$ cat src/rtl/npu_mem_pkg.sv
// Shared NPU memory-path definitions: default geometry, slot/assembly states and the
// default-configuration chunk slot layout.
package npu_mem_pkg;

    localparam int unsigned NpuBusSize     = 32;
    localparam int unsigned NpuDatSize     = 8;
    localparam int unsigned NpuWrDatCycNum = 4;
    localparam int unsigned NpuChunkNum    = 16;

    typedef enum logic [1:0] {
        SlotEmpty,
        SlotFilling,
        SlotFull
    } slot_state_e;

    typedef enum logic {
        AsmIdle,
        AsmCollect
    } asm_state_e;

    typedef struct packed {
        logic [NpuBusSize*NpuWrDatCycNum-1:0]            map;
        logic [NpuBusSize*NpuWrDatCycNum*NpuDatSize-1:0] data;
        logic [$clog2(NpuChunkNum)-1:0]                  addr;
        logic [$clog2(NpuBusSize*NpuWrDatCycNum+1)-1:0]  nz_cnt;
        slot_state_e                                     state;
    } chunk_slot_t;

endpackage

$ cat src/rtl/popcount.sv
// Combinational population count over a parameterised-width vector.
module popcount #(
    parameter int unsigned Width = 32,
    parameter int unsigned CntW  = $clog2(Width + 1)
) (
    input  logic [Width-1:0] data_i,
    output logic [CntW-1:0]  cnt_o
);

    always_comb begin
        cnt_o = '0;
        for (int unsigned i = 0; i < Width; i++) begin
            cnt_o = cnt_o + CntW'(data_i[i]);
        end
    end

endmodule

$ cat src/rtl/sparse_chunk_wr_assembler.sv
// Ping-pong chunk assembler: gathers WR_DAT_CYC_NUM beats into a chunk slot and issues one
// wide SRAM write per chunk while the other slot keeps filling.
module sparse_chunk_wr_assembler
    import npu_mem_pkg::*;
#(
    parameter int unsigned BUS_SIZE       = NpuBusSize,
    parameter int unsigned DAT_SIZE       = NpuDatSize,
    parameter int unsigned WR_DAT_CYC_NUM = NpuWrDatCycNum,
    parameter int unsigned CHUNK_NUM      = NpuChunkNum,
    parameter int unsigned DONE_CNT_W     = 16
) (
    input  logic                                          clk_i,
    input  logic                                          rst_i,
    input  logic                                          clr_i,
    input  logic [BUS_SIZE-1:0]                           wr_sparsemap_i,
    input  logic [BUS_SIZE*DAT_SIZE-1:0]                  wr_nonzero_data_i,
    input  logic                                          wr_valid_i,
    input  logic [$clog2(WR_DAT_CYC_NUM)-1:0]             wr_dat_count_i,
    input  logic [$clog2(CHUNK_NUM)-1:0]                  wr_chunk_count_i,
    output logic                                          wr_ready_o,
    output logic                                          sram_wr_en_o,
    input  logic                                          sram_wr_ready_i,
    output logic [$clog2(CHUNK_NUM)-1:0]                  sram_wr_addr_o,
    output logic [BUS_SIZE*WR_DAT_CYC_NUM-1:0]            sram_wr_sparsemap_o,
    output logic [BUS_SIZE*WR_DAT_CYC_NUM*DAT_SIZE-1:0]   sram_wr_data_o,
    output logic [$clog2(BUS_SIZE*WR_DAT_CYC_NUM+1)-1:0]  sram_wr_nz_cnt_o,
    output logic                                          seq_err_o,
    output logic                                          ovf_err_o,
    output logic [DONE_CNT_W-1:0]                         chunk_done_cnt_o
);

    localparam int unsigned BeatW   = $clog2(WR_DAT_CYC_NUM);
    localparam int unsigned AddrW   = $clog2(CHUNK_NUM);
    localparam int unsigned MapW    = BUS_SIZE * WR_DAT_CYC_NUM;
    localparam int unsigned LaneW   = BUS_SIZE * DAT_SIZE;
    localparam int unsigned NzW     = $clog2(MapW + 1);
    localparam int unsigned BeatNzW = $clog2(BUS_SIZE + 1);
    localparam logic [BeatW-1:0] LastBeat = BeatW'(WR_DAT_CYC_NUM - 1);

    typedef struct packed {
        logic [MapW-1:0]          map;
        logic [MapW*DAT_SIZE-1:0] data;
        logic [AddrW-1:0]         addr;
        logic [NzW-1:0]           nz_cnt;
        slot_state_e              state;
    } slot_t;

    slot_t [1:0]           slot_q, slot_d;
    logic                  fill_ptr_q, fill_ptr_d;
    logic                  drain_ptr_q, drain_ptr_d;
    asm_state_e            asm_q, asm_d;
    logic [BeatW-1:0]      exp_q, exp_d;
    logic                  seq_err_q, seq_err_d;
    logic                  ovf_err_q, ovf_err_d;
    logic [DONE_CNT_W-1:0] done_cnt_q, done_cnt_d;

    logic [BeatNzW-1:0] beat_nz;
    logic [BeatW-1:0]   exp_idx;
    logic               beat_accept;
    logic               drain_fire;
    logic               beat_in_seq;
    logic               beat_take;

    popcount #(
        .Width (BUS_SIZE),
        .CntW  (BeatNzW)
    ) u_beat_popcount (
        .data_i (wr_sparsemap_i),
        .cnt_o  (beat_nz)
    );

    assign wr_ready_o   = (slot_q[fill_ptr_q].state != SlotFull);
    assign beat_accept  = wr_valid_i & wr_ready_o;
    assign sram_wr_en_o = (slot_q[drain_ptr_q].state == SlotFull);
    assign drain_fire   = sram_wr_en_o & sram_wr_ready_i;

    assign sram_wr_addr_o      = slot_q[drain_ptr_q].addr;
    assign sram_wr_sparsemap_o = slot_q[drain_ptr_q].map;
    assign sram_wr_data_o      = slot_q[drain_ptr_q].data;
    assign sram_wr_nz_cnt_o    = slot_q[drain_ptr_q].nz_cnt;
    assign seq_err_o           = seq_err_q;
    assign ovf_err_o           = ovf_err_q;
    assign chunk_done_cnt_o    = done_cnt_q;

    // Outside a chunk only beat 0 is acceptable.
    assign exp_idx     = (asm_q == AsmCollect) ? exp_q : '0;
    assign beat_in_seq = (wr_dat_count_i == exp_idx);
    // An out-of-order beat 0 still opens a fresh chunk.
    assign beat_take   = beat_in_seq || (wr_dat_count_i == '0);

    always_comb begin
        slot_d      = slot_q;
        fill_ptr_d  = fill_ptr_q;
        drain_ptr_d = drain_ptr_q;
        asm_d       = asm_q;
        exp_d       = exp_q;
        seq_err_d   = seq_err_q;
        ovf_err_d   = ovf_err_q;
        done_cnt_d  = done_cnt_q;

        if (drain_fire) begin
            slot_d[drain_ptr_q].state = SlotEmpty;
            drain_ptr_d               = ~drain_ptr_q;
            done_cnt_d                = done_cnt_q + DONE_CNT_W'(1);
        end

        if (wr_valid_i && !wr_ready_o) begin
            ovf_err_d = 1'b1;
        end

        if (beat_accept) begin
            if (!beat_in_seq) begin
                seq_err_d                = 1'b1;
                slot_d[fill_ptr_q].state = SlotEmpty;
                asm_d                    = AsmIdle;
                exp_d                    = '0;
            end
            if (beat_take) begin
                slot_d[fill_ptr_q].map[wr_dat_count_i*BUS_SIZE +: BUS_SIZE] = wr_sparsemap_i;
                slot_d[fill_ptr_q].data[wr_dat_count_i*LaneW +: LaneW]      = wr_nonzero_data_i;
                if (wr_dat_count_i == '0) begin
                    slot_d[fill_ptr_q].addr   = wr_chunk_count_i;
                    slot_d[fill_ptr_q].nz_cnt = NzW'(beat_nz);
                end else begin
                    slot_d[fill_ptr_q].nz_cnt = slot_q[fill_ptr_q].nz_cnt + NzW'(beat_nz);
                end
                if (wr_dat_count_i == LastBeat) begin
                    slot_d[fill_ptr_q].state = SlotFull;
                    fill_ptr_d               = ~fill_ptr_q;
                    asm_d                    = AsmIdle;
                    exp_d                    = '0;
                end else begin
                    slot_d[fill_ptr_q].state = SlotFilling;
                    asm_d                    = AsmCollect;
                    exp_d                    = wr_dat_count_i + BeatW'(1);
                end
            end
        end

        if (clr_i) begin
            seq_err_d  = 1'b0;
            ovf_err_d  = 1'b0;
            done_cnt_d = '0;
        end
    end

    always_ff @(posedge clk_i or negedge rst_i) begin
        if (!rst_i) begin
            slot_q      <= '0;
            fill_ptr_q  <= 1'b0;
            drain_ptr_q <= 1'b0;
            asm_q       <= AsmIdle;
            exp_q       <= '0;
            seq_err_q   <= 1'b0;
            ovf_err_q   <= 1'b0;
            done_cnt_q  <= '0;
        end else begin
            slot_q      <= slot_d;
            fill_ptr_q  <= fill_ptr_d;
            drain_ptr_q <= drain_ptr_d;
            asm_q       <= asm_d;
            exp_q       <= exp_d;
            seq_err_q   <= seq_err_d;
            ovf_err_q   <= ovf_err_d;
            done_cnt_q  <= done_cnt_d;
        end
    end

endmodule

$ cat config.mk
export PLATFORM = sky130hd
export DESIGN_NAME = sparse_chunk_wr_assembler
export DESIGN_NICKNAME = d
export VERILOG_FILES = /design/src/rtl/npu_mem_pkg.sv /design/src/rtl/popcount.sv /design/src/rtl/sparse_chunk_wr_assembler.sv
export SDC_FILE = /design/constraint.sdc
export NUM_CORES = 2
export LEC_CHECK = 0
export CORE_AREA = 2 2 583 585
export CTS_CLUSTER_DIAMETER = 50
export DETAILED_ROUTE_END_ITERATION = 8
export DIE_AREA = 0 0 585 587
export MAX_ROUTING_LAYER = met4
export SLEW_MARGIN = 20
export SYNTH_ARGS = -nofsm -noshare
export SYNTH_HDL_FRONTEND = slang
export SYNTH_SLANG_ARGS = --single-unit
$ cat constraint.sdc
create_clock -name clk_i -period 5.3 [get_ports clk_i]
set_input_delay 1.06 -clock clk_i [delete_from_list [all_inputs] [get_ports clk_i]]
set_output_delay 1.06 -clock clk_i [all_outputs]
set_load 0.02 [all_outputs]
==> impl_results.md <==
- CTS tree: done
- Crit-path cells: buf_8 -> ha_4 -> inv_6 -> fa_1 -> fa_1 -> buf_12 -> fa_1 -> fa_1 -> fa_1 -> fa_1 -> fa_2 -> fa_2 -> nor2b_2 -> o21ai_2 -> a21o_1 -> and2_4 -> ha_4 -> and2_4 -> a311o_1 -> o211ai_1 -> a2111oi_1 -> a221o_1
- Synth area leader: dfrtp_1
- # nets final: 8673
- Final core occ: 38.9%
- Clock power frac: 35.1%
- Clock transition at path regs: 0.06 ns
- Gr busiest metal: met2
- Status: finished with violations
- H-tree depth: 5
- Leakage power: 0.0611 uW
- M3 GR Usage: 17.1%
- Die area: 343000 um^2
- Post-synthesis sequential area ratio: 59.7%
- Grt met2 use: 48.5%
- Synth Instances: 7070
- CTS Root Buffer Type: clkbuf_16
- Seq pwr share: 32.0%
- Peak supply drop: 577 uV
- Drt pass-1 iters: 8
- Worst-case reg-to-reg path depth: 5
- Global Route Usage Sum: 36.4%
- Share of cells above drive strength 1: 27.9%
- RSZ-0062 raised after global routing: yes
- Fin area: 132000 um^2
- Gp weighted congestion: 0.916
- Die Ht: 587 um
- WP data arrival: 7.32 ns
- Initial core utilization: 29.2%
- Final Critical Period: 6.51 ns
- DR vias: 77.8k
- Final setup vio count: 14
- Clock tree buffer depth: 4
- Critical Path Source Type: input port
- Crit path buffers/inverters: 3
- Layout Skew: 0.114 ns
- Ranking of synthesized cells by area: dfrtp_1 (60%), a22o_1 (20%), mux2_2 (13%)
- Critical Path Fanout Max: 4
- Post-route ant nets: 0
- Initial antenna violation count: 184
- TritonCTS Sinks: 2355
- Syn Area/Cell: 14.0 um^2
- Area share of the largest cell type after synthesis: 59.7%
- GRT met1 Usage: 41.4%
- Vias per Instance: 5.79
- Reg-to-reg endpoint: slot_q[1389]
- Ys async rst share: 100%
- Crit-path most repeated cell: fa_1
- Max incr delay on CP: 0.54 ns
- Worst setup margin: -1.21 ns
- Worst setup EP type: flop
- Yosys warnings: 0
- CP max stage cell: fa_1
- Detailed Route Iter0 Violations: 8775
- Num CTS Buffers: 347
- Min-delay worst type: in2async
- Failing checks: negative setup slack
- Wire per inst: 46.7 um
- DP HPWL: 430000 um
- Fmax: 154 MHz
- Largest net degree at the start of global routing: 185
- Actual slew at the worst max-slew pin: 1.33 ns
- Worst skew pair latency: 0.99 ns
- Area Growth Syn to Fin: 33.3%
- R2R setup slack: 1.55 ns
- Total Wirelength: 627000 um
- Worst Path Required: 6.12 ns
- Delay-heaviest family, CP: adder cells
- Switching Share: 34.4%
- PD cells: 535 nW/um^2
- PortBufs: 1482
- Int Pwr: 46200 uW
- Max_slew headroom: 11.1%
- DRC viols: 0
- CP Class: in2reg
- FF-to-FF Start: fill_ptr_q
- Gr ovfl total: 0
- Synth unique cells: 52
- Fin crit share: 123%
- Final slew viol count: 0
- Placeable Area: 338000 um^2
- Mapped cell area: 98700 um^2
- Final Hold Fails: 0
- Vias in the first global route: 75.1k
- # hold bufs at CTS: 0
- Syn Nets: 7415
- Combinational Power Share: 32.9%
- Most frequent cell after synthesis: dfrtp_1
- Post-synth top cells: dfrtp_1 (2355), a22o_1 (2307), mux2_2 (1182)
- Global-route wire length before repair: 790000 um
- #FFs+latches synth: 2355
- Chip Width: 585 um
- Max cap viols: 0
- I/O pin cnt: 1483
- DP Area: 118000 um^2
- EDFF count, synth: 0
- # rows: 214
- Post-synth top flop: dfrtp_1
- Switch Pwr: 24200 uW
==> state kept, by name (all words and copies together) (netlist names) <==
register / count
chunk_done_cnt_o: 16
exp_q: 2
drain_ptr_q: 1
asm_q: 1
fill_ptr_q: 1
slot_q: 2332
seq_err_o: 1
ovf_err_o: 1
==> power by group through the flow <==
| stage | clock, uW | combinational (uW) | sequential, uW |
|---|---|---|---|
| final | 24800 | 23100 | 22500 |
| after global routing | 25800 | 23900 | 22800 |
| after CTS | 24900 | 22600 | 22400 |
| after detailed placement | 0 | 22200 | 22700 |
| after global placement | 0 | 22000 | 22600 |
| after floorplan | 0 | 12000 | 22100 |
==> logic make-up after synthesis <==
| family | share of synthesized area, % |
|---|---|
| flops | 59.7 |
| xor+xnor | 0.178 |
| compound gates | 20.9 |
| simple gates | 0.618 |
| buf+inv | 4.26 |
| mux | 13.5 |
| fa+ha+maj | 0.773 |
==> layer usage <==
layer  vias up  part of all wire, %
met1     41300                   37
met4         0                  9.1
li1      29700                    -
met5         -                    0
met3      1256                   13
met2      5421                   41
==> repair_timing <==
action,CTS,global route
setup buffers,0,5
gates resized for setup,15,9
pin swaps,9,8
endpoints found under the setup margin,14,14
==> final cells by class <==
type,count,area [um^2]
Multi-Input combinational cell,3731,35800
Fill cell,31500,206000
Clock buffer,433,9510
Clock inverter,210,2890
Timing Repair Buffer,1833,17800
Antenna cell,267,668
Sequential cell,2355,58900
Tap cell,4536,5680
Inverter,60,230
==> stage by stage <==
step | power, uW | std cells | hold slack [ns] | worst slack (ns) | TNS [ns]
global placement | 44600 | 12500 | 0.477 | -2.18 | -26.68
CTS | 70000 | 13200 | 0.110 | -1.08 | -9.88
finish | 70400 | 13400 | 0.143 | -1.21 | -12.45
detailed placement | 44900 | 12500 | 0.476 | -2.26 | -28.15
floorplan | 34100 | 7070 | 0.459 | -1.47 | -14.50
global route | 72500 | 13300 | 0.160 | -1.30 | -13.92
==> worst max path at each step <==
stage | start | to | slack (ns) | depth (start not counted)
2_1_floorplan | wr_sparsemap_i[1] | slot_q[7] | -1.47 | 20
3_5_place_dp | wr_sparsemap_i[0] | slot_q[7] | -2.26 | 22
5_1_grt | wr_sparsemap_i[1] | slot_q[9] | -1.30 | 22
3_3_place_gp | wr_sparsemap_i[1] | slot_q[1173] | -2.18 | 22
4_1_cts | wr_sparsemap_i[1] | slot_q[1173] | -1.08 | 22
6_report | wr_sparsemap_i[1] | slot_q[9] | -1.21 | 22
==> layout by cell type, fill, tap and decap left out, types with 43 or more instances in the layout <==
cell,synthesis,final
clkinv_2,0,43
dfrtp_1,2355,2354
a22o_1,2307,2307
buf_2,370,212
buf_4,6,241
diode_2,0,267
buf_12,0,110
clkbuf_8,0,48
mux2_2,1182,1182
clkdlybuf4s50_1,0,1264
inv_1,60,56
clkbuf_16,0,348
Power figures use the tool's default switching activity.
